### config.mk
export PLATFORM = sky130hd
export DESIGN_NAME = sr_pulse_driver
export DESIGN_NICKNAME = d
export VERILOG_FILES = /design/src/rtl/sr_drv_pkg.sv /design/src/rtl/sr_drv_timer.sv /design/src/rtl/sr_pulse_driver.sv
export SDC_FILE = /design/constraint.sdc
export NUM_CORES = 1
export LEC_CHECK = 0
export CAP_MARGIN = 20
export CELL_PAD_IN_SITES_DETAIL_PLACEMENT = 1
export CELL_PAD_IN_SITES_GLOBAL_PLACEMENT = 1
export CORE_AREA = 2 2 39 41
export CTS_CLUSTER_DIAMETER = 120
export DETAILED_ROUTE_END_ITERATION = 8
export DIE_AREA = 0 0 41 43
export PLACE_DENSITY_LB_ADDON = 0.1
export SYNTH_ARGS = -nofsm -noshare
export SYNTH_HDL_FRONTEND = slang
export SYNTH_SLANG_ARGS = --single-unit
### constraint.sdc
create_clock -name clk -period 3.2 [get_ports clk]
set_input_delay 0.96 -clock clk [delete_from_list [all_inputs] [get_ports clk]]
set_output_delay 0.96 -clock clk [all_outputs]
set_load 0.02 [all_outputs]
### src/rtl/sr_drv_pkg.sv
// Shared types and sizing helper for the SR-latch pulse driver.
package sr_drv_pkg;

    typedef enum logic [1:0] {
        IDLE  = 2'd0,
        PULSE = 2'd1,
        GUARD = 2'd2
    } sr_drv_state_t;

    function automatic int cnt_width(input int pulse_cycles, input int guard_cycles);
        int longest;
        longest = (pulse_cycles > guard_cycles) ? pulse_cycles : guard_cycles;
        return $clog2(longest + 1);
    endfunction

endpackage

### src/rtl/sr_drv_timer.sv
// Loadable down-counter shared by the pulse and guard phases; saturates at zero.
// zero is combinational from the count register, so it reflects the current phase cycle.
module sr_drv_timer #(
    parameter int WIDTH = 3
) (
    input  logic             clk,
    input  logic             rst,
    input  logic             load,
    input  logic [WIDTH-1:0] value,
    output logic             zero
);

    logic [WIDTH-1:0] count;

    always_ff @(posedge clk or posedge rst) begin
        if (rst) begin
            count <= '0;
        end else if (load) begin
            count <= value;
        end else if (count != '0) begin
            count <= count - WIDTH'(1);
        end
    end

    assign zero = (count == '0);

endmodule

### src/rtl/sr_pulse_driver.sv
// Turns set/clear commands into timed s/r pulses plus a guard gap; one command in flight, no queueing.
// Optional SR_DRV_SKIP_REDUNDANT_EN drops commands that match the tracked latch value.
module sr_pulse_driver
    import sr_drv_pkg::*;
#(
    parameter int PULSE_CYCLES = 4,
    parameter int GUARD_CYCLES = 2
) (
    input  logic clk,
    input  logic rst,
    input  logic cmd_valid,
    input  logic cmd_set,
    output logic cmd_ready,
    output logic s,
    output logic r,
    output logic busy,
    output logic q_model,
    output logic q_known
);

    localparam int CW = cnt_width(PULSE_CYCLES, GUARD_CYCLES);
    localparam logic [CW-1:0] PULSE_LOAD = CW'(PULSE_CYCLES - 1);
    localparam logic [CW-1:0] GUARD_LOAD = (GUARD_CYCLES > 0) ? CW'(GUARD_CYCLES - 1) : '0;

    sr_drv_state_t   state;
    sr_drv_state_t   state_nxt;
    logic            set_q;
    logic            set_nxt;
    logic            tmr_load;
    logic [CW-1:0]   tmr_value;
    logic            tmr_zero;
    logic            q_update;
    logic            s_nxt;
    logic            r_nxt;
    logic            redundant;

`ifdef SR_DRV_SKIP_REDUNDANT_EN
    assign redundant = q_known && (cmd_set == q_model);
`else
    assign redundant = 1'b0;
`endif

    sr_drv_timer #(
        .WIDTH (CW)
    ) u_timer (
        .clk   (clk),
        .rst   (rst),
        .load  (tmr_load),
        .value (tmr_value),
        .zero  (tmr_zero)
    );

    always_comb begin
        state_nxt = state;
        set_nxt   = set_q;
        tmr_load  = 1'b0;
        tmr_value = PULSE_LOAD;
        q_update  = 1'b0;
        case (state)
            IDLE: begin
                if (cmd_valid && !redundant) begin
                    state_nxt = PULSE;
                    set_nxt   = cmd_set;
                    tmr_load  = 1'b1;
                    tmr_value = PULSE_LOAD;
                end
            end
            PULSE: begin
                if (tmr_zero) begin
                    q_update = 1'b1;
                    if (GUARD_CYCLES == 0) begin
                        state_nxt = IDLE;
                    end else begin
                        state_nxt = GUARD;
                        tmr_load  = 1'b1;
                        tmr_value = GUARD_LOAD;
                    end
                end
            end
            GUARD: begin
                if (tmr_zero) begin
                    state_nxt = IDLE;
                end
            end
            default: begin
                state_nxt = IDLE;
            end
        endcase
        // s and r are derived from one latched bit, so they can never be high together.
        s_nxt = (state_nxt == PULSE) && set_nxt;
        r_nxt = (state_nxt == PULSE) && !set_nxt;
    end

    always_ff @(posedge clk or posedge rst) begin
        if (rst) begin
            state   <= IDLE;
            set_q   <= 1'b0;
            s       <= 1'b0;
            r       <= 1'b0;
            q_model <= 1'b0;
            q_known <= 1'b0;
        end else begin
            state <= state_nxt;
            set_q <= set_nxt;
            s     <= s_nxt;
            r     <= r_nxt;
            if (q_update) begin
                q_model <= set_q;
                q_known <= 1'b1;
            end
        end
    end

    assign cmd_ready = (state == IDLE) && !rst;
    assign busy      = (state != IDLE);

endmodule

# --- After elaboration in Yosys (flattened, before gate mapping) ---
# Cells that the tools add are included.
classes:
  n_addsub: 1
  muxes: 14
  eq_ne: 3
  n_reduce_logical: 10
ops:
  columns: ["cell", "count"]
  rows:
  - ["2-to-1 mux 2 bit", 5]
  - ["2-to-1 mux 3 bit", 2]
  - ["one-hot mux 2 bit (3 select lines)", 1]
  - ["2-to-1 mux 1 bit", 5]
  - ["== test 2 x 1 -> 1 bit, second input constant", 2]
  - ["nonzero test 2 bit", 2]
  - ["logical AND 1 bit", 3]
  - ["zero test 3 bit", 1]
  - ["nonzero test 3 bit", 1]
  - ["subtractor 3 x 1 -> 3 bit, second input constant", 1]
  - ["== test 2 bit, second input constant", 1]
  - ["zero test 1 bit", 2]
  - ["zero test 2 bit", 1]
  - ["one-hot mux 1 bit (2 select lines)", 1]
totals:
  in_bits: 4
  output_inout_bits: 6
  word_cells: 35
  register_bits: 10

# --- Longest topological paths before layout ---
depth:
  word_depth: 5
  depth_mapped: 5
  depth_no_buf: 5

# --- Cells and area by module ---
# A second synthesis with hierarchy kept.
hier_totals:
  cells_unflattened: 52
  hier_area_um2: 544.3
modules_own_cells:
  columns: ["mod", "area_per_inst_um2", "seq_area_each_um2", "cells_each", "instances"]
  rows:
  - ["sr_pulse_driver", 340.3, 175.2, 30, 1]
  - ["sr_drv_timer", 203.9, 75.1, 22, 1]

# --- Worst setup path before layout ---
# No wires, ideal clock.
synth_path:
  path_type: "input-to-output"
  startpoint: "input rst"
  endpoint: "output cmd_ready"
  arrival_time_ns: 1.253
  slack_ns: 0.987
  n_path_buf: 0
  stages: 1
  required_time_ns: 2.240
  path_cell_list: "nor2_1"
synth_via:
  elab_chain_cells: 2
synth_rtl:
  columns: ["item", "line", "source"]
  rows:
  - ["start, declared", "sr_pulse_driver.sv:10", "input logic rst,"]
  - ["zero test 1 bit", "sr_pulse_driver.sv:114", "assign cmd_ready = (state == IDLE) && !rst;"]
  - ["logical AND 1 bit", "sr_pulse_driver.sv:114", null]
  - ["end, declared", "sr_pulse_driver.sv:13", "output logic cmd_ready,"]
# Every way passes these cells.

# --- Final worst setup path ---
# Same ends and word-level chain as after synthesis.

==> impl_metrics.tcl <==
set metrics [dict create \
    grt_pass1_wl_um 1610 \
    ctsLongestPathBuffers 2 \
    portBuffers 9 \
    drc 0 \
    routed_via_density 4.83 \
    drt_pre_antenna_iters 2 \
    min-delay-start "q_known" \
    vias 348 \
    cts_tree "built" \
    die_h_um 43 \
    cp-start-kind "input pin" \
    cts_buffers 3 \
    min_path_cells 1 \
    syn_to_final_growth_pct 30.9 \
    routedWlPerCell_um 12.9 \
    status "complete, no violations" \
    syn_avg_cell_area_um2 11.0 \
    fill_cells 162 \
    r2r-start "u_timer.count[0]" \
    layout_common_cells "dfrtp_1 (10), clkdlybuf4s50_1 (9), nor2_1 (6)" \
    leakagePower_uw 0.000280 \
    yosysSeqAreaShare 0.528 \
    clock-sinks 10 \
    rrSetupSlack_ps 1790 \
    finClkSkew_ps 4.06 \
    hold_end "q_known" \
    diodes 0 \
    post-cts-setup-buffer-count 0 \
    hold_viol_final 0 \
    final_common_cell "dfrtp_1" \
    ir_drop_uv 374 \
    ys_ff_latch 10 \
    finalSetupViolCount 0 \
    drv_slew 0 \
    crit_type "input pin to primary output" \
    p_per_area_nw_per_um2 1100 \
    period_share 0.951 \
    postRouteAntennaNets 0 \
    grtUsageTotal 0.139 \
    syn_inst 43 \
    rows 14 \
    core_region_area_um2 1380 \
    hold_class "flop to flop" \
    setup_tns_ps 0 \
    worst_pin_slew_ps 381 \
    gp_congestion 0.663 \
    relSlewSlack 0.746 \
    ctsRootBufferMaster "clkbuf_4" \
    timing.reg2reg.worst_path_depth 5 \
    antenna_found_initial 0 \
    final_nets 63 \
    cp.arrival_ps 2080 \
    synth_area_um2 474 \
    syn_nets 49 \
    period_minus_slack_ps 3040 \
    insertion_delay_ps 260 \
    post-dp-hpwl_um 759 \
    hold_buffers 0 \
    drive_gt1_frac 0.143 \
    cts_resized 0 \
    die_area_um2 1760 \
    cap_violations 0 \
    grt_max_degree 11 \
    routed_wl_um 930 \
    drt-initial-drc-count 1 \
    yosys_warnings 0 \
    pin_count 10 \
    die_w_um 41 \
    rr_endpoint "q_model" \
    clk_pin_slew_worst_paths_ps 60 \
    rsz0062_at_grt "no" \
    htree_levels 1 \
    fmax_mhz 329 \
    critical_path.max_fanout 2 \
    finalPower_uw 681 \
    grt_remaining_overflow 0 \
    start_util 0.343 \
    grt_pass1_vias 406 \
    worst_ep_required_time_ps 2240 \
    ys_types 22 \
    end_kind "primary output" \
]
-- layout make-up --
type	instances	area, um2	share of cell area
well taps	16	20.0	0.0323
multi-input cells	29	209	0.337
clock buffers	4	36.3	0.0585
repair buffers	9	90.1	0.145
flip-flops and latches	10	250	0.403
inverters	4	15.0	0.0242
-- worst max path at each step --
stage	from	end	slack, ps	cells past startpoint
5_1_grt	rst	cmd_ready	100	3
2_1_floorplan	rst	cmd_ready	990	1
4_1_cts	rst	cmd_ready	150	3
3_3_place_gp	rst	cmd_ready	160	3
6_report	rst	cmd_ready	160	3
3_5_place_dp	rst	cmd_ready	150	3
-- cells by family after synthesis --
group	share of synthesized area
flip-flops	0.528
AND/OR/NAND/NOR	0.203
AO/OA/AOI/OAI	0.108
multiplexers	0.0765
adder cells (fa/ha/maj)	0.0528
buffers and inverters	0.0317
-- flip-flops by register name, indices dropped and copies added (netlist names) --
signal and cells:
s 1, u_timer.count 3, set_q 1, q_known 1, q_model 1, r 1
state 2
-- synthesized netlist by cell type --
library cell	n	area share
dfrtp_1	10	0.53
nand2_1	1	0.0079
mux2_1	1	0.024
mux2_4	1	0.032
nor2_1	6	0.047
a211oi_1	1	0.016
mux2i_1	1	0.021
or2_4	1	0.018
inv_1	3	0.024
nand3b_1	1	0.016
nand2b_1	3	0.040
nor2_4	1	0.024
or2_1	1	0.013
o221ai_1	1	0.018
o32a_1	1	0.021
nand3_1	2	0.021
and2b_1	1	0.016
a211o_1	1	0.018
inv_2	1	0.0079
ha_1	2	0.053
a21oi_1	2	0.021
o22ai_1	1	0.013
-- critical path, cell delays in order --
cell and delay, ps:
clkdlybuf4s50_1 420, nor2_1 100, clkdlybuf4s50_1 600
-- layer usage --
metal	GRT usage	wire, um	up-vias
li1	-	-	172
met5	0	0	-
met2	0.244	495	5
met1	0.148	396	171
met4	0.0600	0	0
met3	0.0314	38	0
-- report_power, final --
group          internal, uW  leakage [uW]  switching [uW]
Clock                  69.0     0.0000210            42.1
Sequential              190      0.000118            49.7
Combinational           166      0.000140             164
-- through the flow --
step           cell area, um2  hold WS [ps]  std cells  setup WS, ps  utilization
5_1_grt                   621           500         72           101        0.448
6_report                  621           477         72           158        0.448
4_1_cts                   621           480         72           148        0.448
2_1_floorplan             474           472         43           987            -
3_5_place_dp              584           465         68           147        0.422
3_3_place_gp              584           446         68           160        0.422
Note: power is estimated with default switching activity, not from simulation.
==> edit (config.mk and constraints unchanged) <==
Make the reset (`rst`) synchronous in 2 clocked blocks.
--- a/src/rtl/sr_drv_timer.sv
+++ b/src/rtl/sr_drv_timer.sv
@@ -12,7 +12,7 @@
 
     logic [WIDTH-1:0] count;
 
-    always_ff @(posedge clk or posedge rst) begin
+    always_ff @(posedge clk) begin
         if (rst) begin
             count <= '0;
         end else if (load) begin
--- a/src/rtl/sr_pulse_driver.sv
+++ b/src/rtl/sr_pulse_driver.sv
@@ -91,7 +91,7 @@
         r_nxt = (state_nxt == PULSE) && !set_nxt;
     end
 
-    always_ff @(posedge clk or posedge rst) begin
+    always_ff @(posedge clk) begin
         if (rst) begin
             state   <= IDLE;
             set_q   <= 1'b0;
Behaviour: differs if rst is asserted again (counterexample within 4 cycles, from zero or initial values and one cycle with rst high); with rst held inactive, the same outputs for 10 cycles.
==> edit against the unedited design <==
  * Utilization fell by 2.6 points
  * Sequential cell count unchanged
  * Design area shrank 5.8%
  * Setup slack lost 24 ps
  * Synthesized area fell by 8.4%
  * Routed wire length decreased by 1.2%
  * Critical path type unchanged
  * Largest cell class is now multi-input gates
Power is not compared: it rests on default switching activity, and its combinational part moved more than twofold at a synthesized area within 25%.
==> edit: results (changes against the unedited design) <==
GRT Total Usage 0.144 (+0.00478); Post-Synth Adder-Cell Area 0.0576 (+0.00487); largest net degree at the start of global routing 9 (-2); Final #Nets 66 (+4.8%); met1 WL 352 um (-11%); top layer in use met4; Netlist cell types 23 (+4.5%); GP Congestion 0.609 (-8.1%); post-synthesis compound-gate area fraction 0.112 (+0.00421); Min-Delay Startpoint q_known; post-synthesis sequential area ratio 0.461 (-0.0666); Async SR Flop Fraction 0 (-1.00); number of DRC markers in iteration 0 0 (-1); met2 Use GR 0.222 (-0.0219); Post-Syn Nets 52 (+6.1%); post-DR wirelength/cell 12.3 um (-5.1%); met3 usage 0.0471 (+0.0157); WL final 919 um (-1.2%); filler cell count 172 (+6.2%); DR vias 369 (+6.0%); Placed Cells incl. Taps 71 (+4.4%); routed wl met2 526 um (+6.3%); Met3 Routed Length 25 um (-34%); most used flip-flop cell after synthesis dfxtp_1; Crit path arrival time 2110 ps (+30 ps); status finished, final reports clean; Placement Setup Slack 129 ps (-18.0 ps); Rel. slew slack 0.774 (+0.0279); first-pass GRT wire length 1.63 mm (+0.87%); final hold slack 477 ps (-0.761 ps); dpl cell area 548 um2 (-6.2%); reg2reg end state[1]; vias in the first global route 386 (-4.9%)
edit: cell count changes after synthesis, sizes merged, moves of 2 or more:
cell,unedited run,this run
mux2,2,0
mux2i,1,3
dfrtp,10,0
dfxtp,0,10
edit: cell type report:
type | count | area (um2) | share of cell area
Sequential cell | 10 | 200 | 0.343
Inverter | 3 | 11.3 | 0.0193
Tap cell | 16 | 20.0 | 0.0343
Multi-Input combinational cell | 32 | 219 | 0.375
Clock buffer | 4 | 36.3 | 0.0621
Timing Repair Buffer | 10 | 97.6 | 0.167
edit: critical path, cell delays in order:
cell and delay (ps):
clkdlybuf4s50_1 430, nor2_1 110, clkdlybuf4s50_1 610
edit: power groups by stage:
stage | sequential, mW | clock (mW) | combinational, mW
floorplan | 0.164 | 0 | 0.0792
global placement | 0.160 | 0 | 0.120
detailed placement | 0.161 | 0 | 0.125
CTS | 0.159 | 0.120 | 0.125
global route | 0.162 | 0.122 | 0.139
finish | 0.158 | 0.113 | 0.123
edit: how the worst max path moves through the flow:
stage	start	end	slack [ps]	depth (start not counted)
floorplan	rst	cmd_ready	810	2
finish	rst	cmd_ready	130	3
detailed placement	rst	cmd_ready	130	3
global route	rst	cmd_ready	80	3
global placement	rst	cmd_ready	140	3
CTS	rst	cmd_ready	130	3
edit: logic make-up (layout without fill, tap and decap cells):
logic type / Yosys count / after routing
flip-flops: 10 / 10
adder cells (fa/ha/maj): 2 / 2
AND/OR/NAND/NOR: 20 / 20
multiplexers: 3 / 3
AO/OA/AOI/OAI: 7 / 7
buffers and inverters: 4 / 17
edit: per-stage QoR:
step,utilization,power (mW)
2_1_floorplan,-,0.243
3_3_place_gp,0.396,0.279
3_5_place_dp,0.396,0.286
4_1_cts,0.422,0.404
5_1_grt,0.422,0.423
6_report,0.422,0.395
